--- src/rtl/clock_set_ctrl.sv ---
// Purpose: turns the raw mode/advance pushbuttons into clock and alarm set controls with auto-repeat and an idle timeout.
// Latency: a button sampled at clk edge k is visible on mode/timeset/alarmset/hrsadv/minadv after edge k (Moore, registered).
// Backpressure: none; the buttons are sampled every clk cycle and the advance pulses are one cycle wide and cannot be stalled.
module clock_set_ctrl #(
  parameter int HOLD    = 3,
  parameter int TIMEOUT = 10
) (
  input  logic       clk,
  input  logic       rst,
  input  logic       mode_btn,
  input  logic       adv_btn,
  output logic       timeset,
  output logic       alarmset,
  output logic       hrsadv,
  output logic       minadv,
  output logic [2:0] mode
);

  localparam int HC_W   = $clog2(HOLD + 1);
  localparam int IDLE_W = $clog2(TIMEOUT + 1);

  typedef enum logic [2:0] {
    RUN    = 3'd0,
    SET_TH = 3'd1,
    SET_TM = 3'd2,
    SET_AH = 3'd3,
    SET_AM = 3'd4
  } state_t;

  state_t              state_q, state_d;
  logic                mode_q, mode_d;
  logic                adv_q, adv_d;
  logic                lockout_q, lockout_d;
  logic [HC_W-1:0]     hc_q, hc_d;
  logic [IDLE_W-1:0]   idle_q, idle_d;
  logic                hrsadv_q, hrsadv_d;
  logic                minadv_q, minadv_d;

  logic                mode_edge;
  logic                in_set;
  logic                pulse;

  // Button history: previous samples used for edge detection on both buttons.
  always_comb begin
    mode_d    = mode_btn;
    adv_d     = adv_btn;
    mode_edge = mode_btn & ~mode_q;
    in_set    = (state_q != RUN);
  end

  // Next-state logic: mode edges step through the ring, an idle run in a set state falls back to RUN.
  always_comb begin
    state_d = state_q;
    idle_d  = '0;
    if (mode_edge) begin
      case (state_q)
        RUN:     state_d = SET_TH;
        SET_TH:  state_d = SET_TM;
        SET_TM:  state_d = SET_AH;
        SET_AH:  state_d = SET_AM;
        SET_AM:  state_d = RUN;
        default: state_d = RUN;
      endcase
    end else if (in_set && !mode_btn && !adv_btn) begin
      // idle_q never reaches TIMEOUT: the sample that would make it so is the one that leaves.
      if (idle_q == IDLE_W'(TIMEOUT - 1)) begin
        state_d = RUN;
        idle_d  = '0;
      end else begin
        idle_d = idle_q + IDLE_W'(1);
      end
    end
  end

  // Advance generation: pulse on press, then auto-repeat once the hold counter saturates at HOLD.
  always_comb begin
    pulse     = 1'b0;
    hc_d      = hc_q;
    lockout_d = lockout_q;
    if (!adv_btn) begin
      // Releasing the button clears both the hold count and any lockout.
      hc_d      = '0;
      lockout_d = 1'b0;
    end else if (mode_edge) begin
      // Mode edge wins; the advance stays locked out until the button is released.
      hc_d      = '0;
      lockout_d = 1'b1;
    end else if (!in_set || lockout_q) begin
      hc_d = '0;
    end else if (!adv_q) begin
      pulse = 1'b1;
      hc_d  = HC_W'(1);
    end else if (hc_q < HC_W'(HOLD)) begin
      hc_d = hc_q + HC_W'(1);
    end else begin
      pulse = 1'b1;
    end
  end

  // Route the pulse to the hours or minutes line; the state cannot change on a pulse sample.
  always_comb begin
    hrsadv_d = pulse & ((state_q == SET_TH) | (state_q == SET_AH));
    minadv_d = pulse & ((state_q == SET_TM) | (state_q == SET_AM));
  end

  // State and counter registers; reset discards any hold or idle progress.
  always_ff @(posedge clk or negedge rst) begin
    if (!rst) begin
      state_q   <= RUN;
      mode_q    <= 1'b0;
      adv_q     <= 1'b0;
      lockout_q <= 1'b0;
      hc_q      <= '0;
      idle_q    <= '0;
      hrsadv_q  <= 1'b0;
      minadv_q  <= 1'b0;
    end else begin
      state_q   <= state_d;
      mode_q    <= mode_d;
      adv_q     <= adv_d;
      lockout_q <= lockout_d;
      hc_q      <= hc_d;
      idle_q    <= idle_d;
      hrsadv_q  <= hrsadv_d;
      minadv_q  <= minadv_d;
    end
  end

  // Output decode straight from registers so downstream counters see glitch-free levels.
  always_comb begin
    mode     = state_q;
    timeset  = (state_q == SET_TH) | (state_q == SET_TM);
    alarmset = (state_q == SET_AH) | (state_q == SET_AM);
    hrsadv   = hrsadv_q;
    minadv   = minadv_q;
  end

endmodule

--- config.mk ---
export PLATFORM = sky130hd
export DESIGN_NAME = clock_set_ctrl
export DESIGN_NICKNAME = d
export VERILOG_FILES = /design/src/rtl/clock_set_ctrl.sv
export SDC_FILE = /design/constraint.sdc
export NUM_CORES = 1
export LEC_CHECK = 0
export CAP_MARGIN = 40
export CELL_PAD_IN_SITES_DETAIL_PLACEMENT = 0
export CELL_PAD_IN_SITES_GLOBAL_PLACEMENT = 1
export CORE_MARGIN = 2
export CORE_UTILIZATION = 35
export CTS_BUF_LIST = sky130_fd_sc_hd__clkbuf_16
export DETAILED_ROUTE_END_ITERATION = 8
export GPL_ROUTABILITY_DRIVEN = 1
export PLACE_DENSITY = 0.7
export SLEW_MARGIN = 15
export SYNTH_ARGS = -nofsm -noshare
export SYNTH_HDL_FRONTEND = slang
export SYNTH_SLANG_ARGS = --single-unit
export TNS_END_PERCENT = 100
--- constraint.sdc ---
create_clock -name clk -period 1.9 [get_ports clk]
set_clock_uncertainty 0.2 [all_clocks]
set_input_delay 0.475 -clock clk [delete_from_list [all_inputs] [get_ports clk]]
set_output_delay 0.475 -clock clk [all_outputs]
set_load 0.01 [all_outputs]
==> impl_metrics.env <==
export IMPL_outcome="finished clean"
export IMPL_numCtsBuffers=3
export IMPL_port_buffers=10
export IMPL_final_cell_mix="dfrtp_1 (14), buf_4 (9), nor2_1 (7), clkdlybuf4s50_1 (5), nor3_1 (4)"
export IMPL_muxShareOfSynthArea_pct=1.493
export IMPL_peakVddDrop_uv=587.8
export IMPL_hold_buffers=0
export IMPL_synth_seq_cells=14
export IMPL_cts_tree="yes"
export IMPL_coreArea_sq_um=1764
export IMPL_synth_adder_area_share_pct=5.597
export IMPL_cpLargestDelayFamily="flip-flops"
export IMPL_post_synth_num_cell_types=24
export IMPL_chipWidth_um=47.78
export IMPL_track_usage_pct=13.37
export IMPL_grt_pass1_wl_um=2042
export IMPL_leakagePower_nw=0.4331
export IMPL_worstSetupPathType="reg2out"
export IMPL_syn_nets=67
export IMPL_drt_pass1_iterations=4
export IMPL_place_gp_congestion=0.7546
export IMPL_worstHoldStart="adv_q"
export IMPL_start_util_pct=38.01
export IMPL_dp_hpwl_um=827.7
export IMPL_drive_above_1_share_pct=21.25
export IMPL_setup_tns_ps=0
export IMPL_ctsHtreeMaxLevel=1
export IMPL_wirelength_um=1144
export IMPL_arrival_ps=1120
export IMPL_hold_end="hc_q[0]"
export IMPL_synth_seq_area_share_pct=52.24
export IMPL_power_density_nw_per_um2=1240
export IMPL_cts_num_sinks=14
export IMPL_synth_area_leaders="dfrtp_1 (52%), ha_1 (5.6%), nor2_1 (3.9%)"
export IMPL_cts_root_buf="clkbuf_16"
export IMPL_r2r_slack_ps=320
export IMPL_n_fill_cell=168
export IMPL_slew_headroom_pct=82.63
export IMPL_crit_path_top_delay_cell="dfrtp_1"
export IMPL_fin_crit_ps=1790
export IMPL_via_per_inst=4.562
export IMPL_netlist_instances=60
export IMPL_rsz0062_at_grt="no"
export IMPL_antenna_cells=0
export IMPL_worstReg2RegEnd="mode[2]"
export IMPL_worst_ep_required_time_ps=1220
export IMPL_synth_area_sq_um=670.6
export IMPL_synth_simple_gate_area_share_pct=20.90
export IMPL_holdWs_ps=257.2
export IMPL_area_growth_synth_to_final_pct=36.94
export IMPL_path_clk_slew_ps=50
export IMPL_synth_top_area_cell="dfrtp_1"
export IMPL_worstSetupStartpointType="flip-flop"
export IMPL_postSynthAreaPerCell_sq_um=11.18
export IMPL_finalMaxSlewViolations=0
export IMPL_post_route_period_util_pct=94.23
export IMPL_synth_top_family_by_area="simple AND/OR/NAND/NOR gates"
export IMPL_dpl_cell_area_sq_um=845.8
export IMPL_final_core_util_pct=52.06
export IMPL_crit_fanout=4
export IMPL_hold_depth=1
export IMPL_drc=0
export IMPL_hold_viol=0
export IMPL_fin_area_sq_um=918.4
export IMPL_slowest_delay_ps=390
export IMPL_synth_compound_area_share_pct=9.142
export IMPL_finalSetupViolCount=0
export IMPL_worstHoldPathType="reg2reg"
export IMPL_max_freq_ghz=0.5586
export IMPL_yosysWarnings=0
export IMPL_worstPathCellList="buf_4 -> inv_1 -> nand3_1 -> o21ai_0 -> clkbuf_2"
export IMPL_tightest_slew_ps=260.5
export IMPL_via_count=479
export IMPL_synth_xor_area_share_pct=6.530
export IMPL_grt_max_degree=15
export IMPL_overflow=0
export IMPL_die_y_um=47.78
export IMPL_antenna_found_initial=0
export IMPL_pin_count=11
export IMPL_drtIter0Drc=4
export IMPL_critPathBufInv=3
export IMPL_die_area_sq_um=2282
export IMPL_clockBufferDepth=2
export IMPL_antenna_left=0
export IMPL_clkLatencyLatePin_ps=240
export IMPL_synth_top_area_share_pct=52.24
export IMPL_end_kind="output pin"
export IMPL_grt_pass1_vias=468
export IMPL_drv_cap=0
export IMPL_r2r_start="mode[0]"
export IMPL_r2r_worst_path_cells=5
export IMPL_layout_commonest_cell="dfrtp_1"
export IMPL_nets=89
export IMPL_rows=15
export IMPL_wire_per_inst_um=10.90
==> where the power goes <==
part,internal [W],switching [W]
clock,0.000275,0.000116
sequential,0.000340,0.0000301
combinational,0.000201,0.000176
==> worst register-to-register path, cell delays in order, from the launching register on <==
cell	delay, ps
dfrtp_1	390
buf_4	160
buf_4	140
or3_4	390
nand3_2	100
a31o_1	150
==> cells in the mapped netlist <==
cell / count
buf_2: 1
nand3_1: 2
and3b_1: 1
a31o_1: 3
dfrtp_1: 14
o21ai_0: 2
nor3_1: 4
nor3b_1: 1
nand2_1: 1
or3_4: 1
nor2b_1: 1
nand2b_1: 3
ha_1: 3
mux2i_1: 1
a21oi_1: 1
o21a_1: 1
xor2_1: 2
inv_1: 3
buf_6: 1
o211ai_2: 1
nand3_2: 1
xnor2_1: 3
nand4b_1: 2
nor2_1: 7
==> metal layers <==
layer  vias up  track usage [%]  wire length (um)  share of wire (%)
li1        247                -                 -                  -
met1       220            18.88               579                 51
met2         8            17.33               492                 43
met3         4            3.396                46                4.0
met4         0            9.730                26                2.3
met5         -                0                 0                  0
==> area by class of cell <==
cell class	instances	area [sq um]	share of cell area [%]
clock buffers	3	75.07	8.174
inverters	3	11.26	1.226
repair buffers	19	157.7	17.17
multi-input cells	41	292.8	31.88
flip-flops and latches	14	350.3	38.15
well taps	25	31.28	3.406
==> cell families after synthesis <==
| group | Yosys count |
|---|---|
| and+or+nand+nor | 24 |
| adders and majority gates | 3 |
| xor gates and xnor gates | 5 |
| muxes | 1 |
| AOI/OAI and AO/OA | 8 |
| buffers and inverters | 5 |
| DFF | 14 |
==> worst max-delay path by stage <==
stage,from,endpoint,cells past startpoint
floorplan,mode[2],alarmset,3
global placement,mode[2],alarmset,3
detailed placement,mode[2],alarmset,3
CTS,mode[0],timeset,4
global route,mode[0],alarmset,4
finish,mode[0],alarmset,5
==> what timing repair did <==
item | CTS | global route
cloned | 0 | 0
buffers inserted | 1 | 0
resized for setup | 6 | 4
endpoints found under the setup margin | 4 | 3
==> state kept, by name (all words and copies together) (netlist names) <==
register	flops
mode	3
mode_q	1
hrsadv	1
lockout_q	1
idle_q	4
adv_q	1
hc_q	2
minadv	1
==> metrics by stage <==
stage          setup slack, ps  total power (W)  cells
2_1_floorplan            202.8        0.0005915     60
6_report                 109.7         0.001139    105
5_1_grt                  12.49         0.001215    105
4_1_cts                 -4.167         0.001171    105
3_5_place_dp             20.55        0.0007830    101
3_3_place_gp             39.19        0.0007797    101
Note: power is estimated with default switching activity, not from simulation.
